$ cat src/rtl/seg7_capture_pkg.sv
// Shared 7-segment definitions: legal hex codes, blank code, capture FSM states, decoder result.
// Latency: n/a (types and constants only).
// Backpressure: n/a.
// Segment bit order in every 7-bit pattern: bit6=a, bit5=b, bit4=c, bit3=d, bit2=e, bit1=f, bit0=g.
package seg7_capture_pkg;

  // Pattern with no segments lit: a digit intentionally left dark.
  localparam logic [6:0] SEG_BLANK = 7'h00;

  // Segment pattern for each hex value, indexed by the value it displays.
  localparam logic [6:0] SEG_CODE [16] = '{
    7'h7E, 7'h30, 7'h6D, 7'h79, 7'h33, 7'h5B, 7'h5F, 7'h70,
    7'h7F, 7'h7B, 7'h77, 7'h1F, 7'h4E, 7'h3D, 7'h4F, 7'h47
  };

  typedef enum logic [1:0] {
    ST_IDLE  = 2'd0,  // nothing sampled since reset
    ST_TRACK = 2'd1,  // counting a run of identical samples
    ST_HELD  = 2'd2   // run accepted, waiting for the input to move
  } cap_state_t;

  typedef struct packed {
    logic       legal;  // pattern is one of the 16 hex codes
    logic       blank;  // pattern is the all-dark code
    logic [3:0] hex;    // decoded value, 0 unless legal
  } seg_dec_t;

endpackage

$ cat src/rtl/seg7_to_hex.sv
// Reverse lookup from a 7-segment pattern to {legal, blank, hex}.
// Latency: combinational.
// Backpressure: none.
module seg7_to_hex
  import seg7_capture_pkg::*;
(
  input  logic [6:0] i_seg,
  output seg_dec_t   o_dec
);

  // Match the pattern against every legal code; at most one can hit.
  always_comb begin
    o_dec       = '0;
    o_dec.blank = (i_seg == SEG_BLANK);
    for (int k = 0; k < 16; k++) begin
      if (i_seg == SEG_CODE[k]) begin
        o_dec.legal = 1'b1;
        o_dec.hex   = 4'(k);
      end
    end
  end

endmodule

$ cat src/rtl/seg7_capture.sv
// Recovers per-digit hex values from a multiplexed 2-digit 7-segment bus after a stable dwell.
// Latency: outputs update on the STABLE_CYCLES-th consecutive enabled identical sample; o_update follows for one cycle.
// Backpressure: none; the bus is passively sampled, i_en low simply pauses sampling.
module seg7_capture
  import seg7_capture_pkg::*;
#(
  parameter int STABLE_CYCLES = 4
) (
  input  logic       i_clk,
  input  logic       i_rst_n,
  input  logic [6:0] i_seg,
  input  logic       i_digit,
  input  logic       i_en,
  input  logic       i_err_clr,
  output logic [3:0] o_hex0,
  output logic [3:0] o_hex1,
  output logic       o_valid0,
  output logic       o_valid1,
  output logic       o_update,
  output logic       o_err
);

  localparam int              CW       = $clog2(STABLE_CYCLES + 1);
  localparam logic [CW-1:0]   CNT_ONE  = CW'(1);
  localparam logic [CW-1:0]   CNT_LAST = CW'(STABLE_CYCLES - 1);
  localparam logic [CW-1:0]   CNT_FULL = CW'(STABLE_CYCLES);

  cap_state_t    r_state;
  logic [CW-1:0] r_cnt;
  logic [7:0]    r_tuple;
  logic [3:0]    r_hex0;
  logic [3:0]    r_hex1;
  logic          r_valid0;
  logic          r_valid1;
  logic          r_update;
  logic          r_err;

  logic [7:0]    w_tuple;
  logic          w_same;
  seg_dec_t      w_dec;

  assign w_tuple = {i_digit, i_seg};
  assign w_same  = (w_tuple == r_tuple);

  // On an accepting edge the held tuple equals the input, so decoding the
  // register keeps the input pins off the decoder path.
  seg7_to_hex u_dec (
    .i_seg (r_tuple[6:0]),
    .o_dec (w_dec)
  );

  // Run tracking FSM plus the per-digit result registers and sticky error.
  always_ff @(posedge i_clk or negedge i_rst_n) begin
    if (!i_rst_n) begin
      r_state  <= ST_IDLE;
      r_cnt    <= '0;
      r_tuple  <= '0;
      r_hex0   <= '0;
      r_hex1   <= '0;
      r_valid0 <= 1'b0;
      r_valid1 <= 1'b0;
      r_update <= 1'b0;
      r_err    <= 1'b0;
    end else begin
      r_update <= 1'b0;
      // Clear first so an illegal accept on the same edge overrides it.
      if (i_err_clr) r_err <= 1'b0;
      if (i_en) begin
        case (r_state)
          ST_IDLE: begin
            r_tuple <= w_tuple;
            r_cnt   <= CNT_ONE;
            r_state <= ST_TRACK;
          end
          ST_TRACK: begin
            if (!w_same) begin
              r_tuple <= w_tuple;
              r_cnt   <= CNT_ONE;
            end else if (r_cnt == CNT_LAST) begin
              r_cnt    <= CNT_FULL;
              r_state  <= ST_HELD;
              r_update <= 1'b1;
              if (w_dec.legal) begin
                if (r_tuple[7]) begin
                  r_hex1   <= w_dec.hex;
                  r_valid1 <= 1'b1;
                end else begin
                  r_hex0   <= w_dec.hex;
                  r_valid0 <= 1'b1;
                end
              end else begin
                if (r_tuple[7]) r_valid1 <= 1'b0;
                else            r_valid0 <= 1'b0;
                if (!w_dec.blank) r_err <= 1'b1;
              end
            end else begin
              r_cnt <= r_cnt + CNT_ONE;
            end
          end
          ST_HELD: begin
            if (!w_same) begin
              r_tuple <= w_tuple;
              r_cnt   <= CNT_ONE;
              r_state <= ST_TRACK;
            end
          end
          default: begin
            r_state <= ST_IDLE;
            r_cnt   <= '0;
          end
        endcase
      end
    end
  end

  assign o_hex0   = r_hex0;
  assign o_hex1   = r_hex1;
  assign o_valid0 = r_valid0;
  assign o_valid1 = r_valid1;
  assign o_update = r_update;
  assign o_err    = r_err;

endmodule

$ cat config.mk
export PLATFORM = sky130hd
export DESIGN_NAME = seg7_capture
export DESIGN_NICKNAME = d
export VERILOG_FILES = /design/src/rtl/seg7_capture_pkg.sv /design/src/rtl/seg7_to_hex.sv /design/src/rtl/seg7_capture.sv
export SDC_FILE = /design/constraint.sdc
export NUM_CORES = 1
export LEC_CHECK = 0
export CORE_MARGIN = 1
export CORE_UTILIZATION = 53
export CTS_CLUSTER_DIAMETER = 80
export DETAILED_ROUTE_END_ITERATION = 8
export PLACE_DENSITY = 0.82
export SLEW_MARGIN = 25
export SYNTH_ARGS = -nofsm -noshare
export SYNTH_HDL_FRONTEND = slang
export SYNTH_HIERARCHICAL = 1
export SYNTH_SLANG_ARGS = --single-unit
$ cat constraint.sdc
create_clock -name i_clk -period 3.8 [get_ports i_clk]
set_clock_uncertainty 0.15 [all_clocks]
set_input_delay 0.57 -clock i_clk [delete_from_list [all_inputs] [get_ports i_clk]]
set_output_delay 0.57 -clock i_clk [all_outputs]
set_load 0.05 [all_outputs]
### After elaboration in Yosys (flattened, before gate mapping)

Index checks and enable logic that the tools add are counted.

| storage, ports and cells | value |
|---|---|
| register bits | 25 |
| bits of input ports | 12 |

| cells by class | value |
|---|---|
| equal/unequal tests | 24 |
| $add $sub $neg | 1 |
| reduce and logical (&&, ||, !) cells | 11 |
| mux-type cells | 58 |
| bitwise operators | 1 |

Operators with widths:

| operator | count |
|---|---|
| $eq A7 B7 Y1 const B | 12 |
| $mux W1 | 34 |
| $mux W4 | 8 |
| $eq A7 B6 Y1 const B | 3 |
| $mux W3 | 7 |
| $pmux W8 S2 | 1 |
| $reduce_and A6 Y1 | 2 |
| $mux W2 | 5 |
| $reduce_and A5 Y1 | 2 |
| $pmux W3 S3 | 1 |
| $eq A8 B8 Y1 | 1 |
| $mux W8 | 1 |
| $ne A2 B2 Y1 const B | 4 |
| $eq A7 B5 Y1 const B | 1 |
| $logic_not A7 Y1 | 1 |
| $pmux W2 S3 | 1 |
| $reduce_and A4 Y1 | 1 |
| $add A3 B1 Y3 const B | 1 |
| $eq A3 B2 Y1 const B | 1 |
| $reduce_and A3 Y1 | 1 |
| $eq A2 B1 Y1 const B | 1 |
| $eq A2 B2 Y1 const B | 1 |
| $logic_not A2 Y1 | 1 |
| $reduce_and A2 Y1 | 1 |
| other kinds (3) | 3 |

### Logic depth before layout (Yosys ltp)

| depth | value |
|---|---|
| word-level depth | 22 |
| mapped depth | 8 |
| depth with buffers taken out | 7 |

### Modules after synthesis

The synthesis kept the hierarchy.

By module, submodules not included:

| module | times used | seq. area each (µm²) | area each (µm²) | cells each |
|---|---|---|---|---|
| seg7_capture | 1 | 625.6 | 1,341.3 | 108 |
| seg7_to_hex | 1 | 0.0 | 347.8 | 52 |

### Least setup slack after synthesis

No wires, ideal clock.

| timing | value |
|---|---|
| path type | reg-to-reg |
| start point | register r_tuple[1] |
| end point | register r_hex0[0] (netlist: o_hex0[0]) |
| data arrival time | 2,007 ps |
| setup slack | 1,519 ps |
| path buffers | 1 |
| cell stages (with the launch flop) | 9 |
| data required time | 3,525 ps |
| library setup time | 125 ps |
| path through | dfrtp_1 -> buf_2 -> or4_1 -> o21ai_0 -> a21oi_1 -> nand3b_1 -> nand2b_1 -> nor4_4 -> mux2_2 |

RTL lines:

| element | RTL line | RTL |
|---|---|---|
| from (decl) | seg7_capture.sv:30 | `logic [7:0] r_tuple;` |
| from (signal assigned) | seg7_capture.sv:71 | `r_tuple <= w_tuple;` |
| from (signal assigned) | seg7_capture.sv:77 | `r_tuple <= w_tuple;` |
| from (signal assigned) | seg7_capture.sv:102 | `r_tuple <= w_tuple;` |
| to (signal assigned) | seg7_capture.sv:88 | `r_hex0 <= w_dec.hex;` |
| to (decl) | seg7_capture.sv:31 | `logic [3:0] r_hex0;` |

==> run metrics <==
status=finished, final reports clean; path type of the worst setup path=flip-flop to flip-flop; Top Ports=24; Die Y=a little under 60 um; CTS tree=done; Tcrit/Tclk final=71.5%; Reg2Reg Setup Slack=roughly 1.1 ns; Clock transition at path regs=approximately 0.14 ns; Hold Buf Count CTS=0; dpl ws=1.07 ns; worst endpoint data arrival time=between 2 and 3 ns; clk_lat worst skew=about 0.32 ns; Hold Path Class=input pin to asynchronous set/reset pin; Mapped Cells=160; Post-synth EDFFs=0; Leakage=~0.00079 uW; CP Launch Point=r_tuple[6]; ANT nets after route=0; reg-to-reg endpoint=o_hex0[2]; DR WL/cell=~17 um; top post-synthesis cells by area=dfrtp_1 37%, mux2_2 11%, xnor2_1 4.7%; DP HPWL=between 2000 and 3000 um; required time of the critical path=between 3 and 4 ns; Initial Utilization=55.8%; syn_nets=178; fin crit period=between 2 and 3 ns; Die W=roughly 58 um; Seq/Total Area, Yosys=37.0%; global-route wire length before repair=roughly 6200 um; initial antenna violation count=0; post-DR vias/cell=around 6; die footprint=between 0.003 and 0.004 mm2; fillers=roughly 260; ratio of cells with drive above 1 in the final layout=15.3%; Util after Layout=63.3%; Async SR Flop Fraction=100%; vias=1347; multi-input logic area=960 um2; port bufs=23; VDD IR-drop max=between 0.00015 and 0.0002 V; maximum number of pins on one net before global-route repair=26; dpl cell area=about 0.0019 mm2; #FFs+latches synth=25; Max Cap Viol=0; share of the synthesized area in the top cell type=between 30% and 40%; final instance count without filler cells=221; Final nets=approximately 200; Hold Vio Cnt, Final=0; row cnt=20; vias in the first global route=approximately 1400; YS warnings=6; Setup TNS Final=0 ns; grt ovf=0; RSZ-0062 raised after global routing=no; CTS H-Tree Depth=1; DRC viols=0; Synth cell types=47; Final Max Tran Viols=0; Primary FF master, synth=dfrtp_1; Routability Congestion=0.831; GRT Resource Usage Total=24.0%; Power per Cell Area=between 500 and 600 mW/mm2; Final Setup Violations=0; initial drt markers=75; R2R depth=7; clock root cell=clkbuf_4; Crit Path Max Fanout=18; largest area contributor in the synthesized netlist=dfrtp_1; Post-CTS Resized=0; diode count=0; post-CTS setup buffers=0; Slew HR=~60%; CTS Sinks=25; Storage cell area=around 630 um2; cell total after placement=around 220; Pre-antenna DRT Iters=4; final worst slack=between 1 and 1.5 ns; drt total wl=between 3000 and 4000 um; core area=about 0.003 mm2; area added between synthesis and finish=13.6%; CTS Buf Count=3; Cell Area, Synth=between 0.0015 and 0.002 mm2; Finished Cell Area=between 0.0015 and 0.002 mm2; Max Buffers Root-to-Sink=2; worst slew pin tran=0.574 ns; mean area per synthesized cell=~11 um2; max frequency=between 300 and 400 MHz; reg2reg start=r_tuple[6]; critical path launch point type=flip-flop; CP Capture Type=flip-flop; Setup crit end=o_hex0[2]
## power by group
part | internal, uW | switching [uW]
Combinational | 199 | 228
Sequential | 311 | 140
Clock | 41.1 | 79.6
Total | 550 | 448
## layer usage
metal | part of all wire [%] | up-vias | GRT usage (%) | wire (um)
li1 | - | 632 | - | -
met1 | 46 | 641 | 30.8 | 1700
met2 | 48 | 67 | 40.6 | 1770
met3 | 5.2 | 7 | 3.30 | 193
met4 | 1.7 | 0 | 10.2 | 64
met5 | 0 | - | 0 | 0
## worst min path at each step
stage	start	end	slack (ns)
global route	i_rst_n	r_tuple[1]	0.10
finish	i_rst_n	r_tuple[4]	0.07
CTS	i_rst_n	r_tuple[1]	0.08
detailed placement	o_hex0[3]	o_hex0[3]	0.33
global placement	r_cnt[2]	r_cnt[2]	0.32
floorplan	i_rst_n	o_err	0.12
## critical path: stages, from the launching register on
cell and delay, ns:
dfrtp_1 0.61, or4b_1 0.60, a21oi_1 0.17, o21ai_1 0.11, nand3b_1 0.20, nand2b_1 0.12, nor4_4 0.28, mux2_2 0.39
## cell usage after synthesis (3+ instances only)
master,n
a21oi_1,3
a31oi_1,3
buf_6,4
dfrtp_1,25
ha_1,6
inv_1,7
mux2_2,17
nand2_1,8
nand2b_1,5
nand3_1,5
nand4_1,3
nor2_1,6
nor3_1,5
nor4b_1,4
o21ai_0,5
xnor2_1,9
## layout make-up
class / instances / area share [%]
Multi-Input combinational cell: 118 / 50.0
Timing Repair Buffer: 23 / 11.7
Inverter: 7 / 1.37
Tap cell: 44 / 2.87
Sequential cell: 25 / 32.6
Clock buffer: 4 / 1.37
## flip-flops by register name (all words and copies together) (netlist names), 2 cells and up
name	flops
o_hex0	4
o_hex1	4
r_state	2
r_cnt	3
r_tuple	8
## cell families (layout without fill, tap and decap cells)
kind of cell	count (synthesis)	after routing	share of synthesized area (%)
buf+inv	17	34	6.15
fa+ha+maj	6	6	4.44
xor+xnor	10	10	5.19
compound gates	30	30	13.6
mux	18	18	12.0
simple gates	54	54	21.6
flops	25	25	37.0
## metrics by stage
stage / hold WS [ns] / total power [uW]
floorplan: 0.124 / 812
global placement: 0.323 / 847
detailed placement: 0.333 / 875
CTS: 0.0846 / 997
global route: 0.104 / 1070
finish: 0.0747 / 998
## placed cells by master (no fill, tap or decap), types with 6 or more instances in the layout
cell type and instances:
clkdlybuf4s50_1 22, dfrtp_1 25, ha_1 6, inv_1 7, mux2_2 17, nand2_1 8, nor2_1 6, xnor2_1 9
Power figures use the tool's default switching activity.
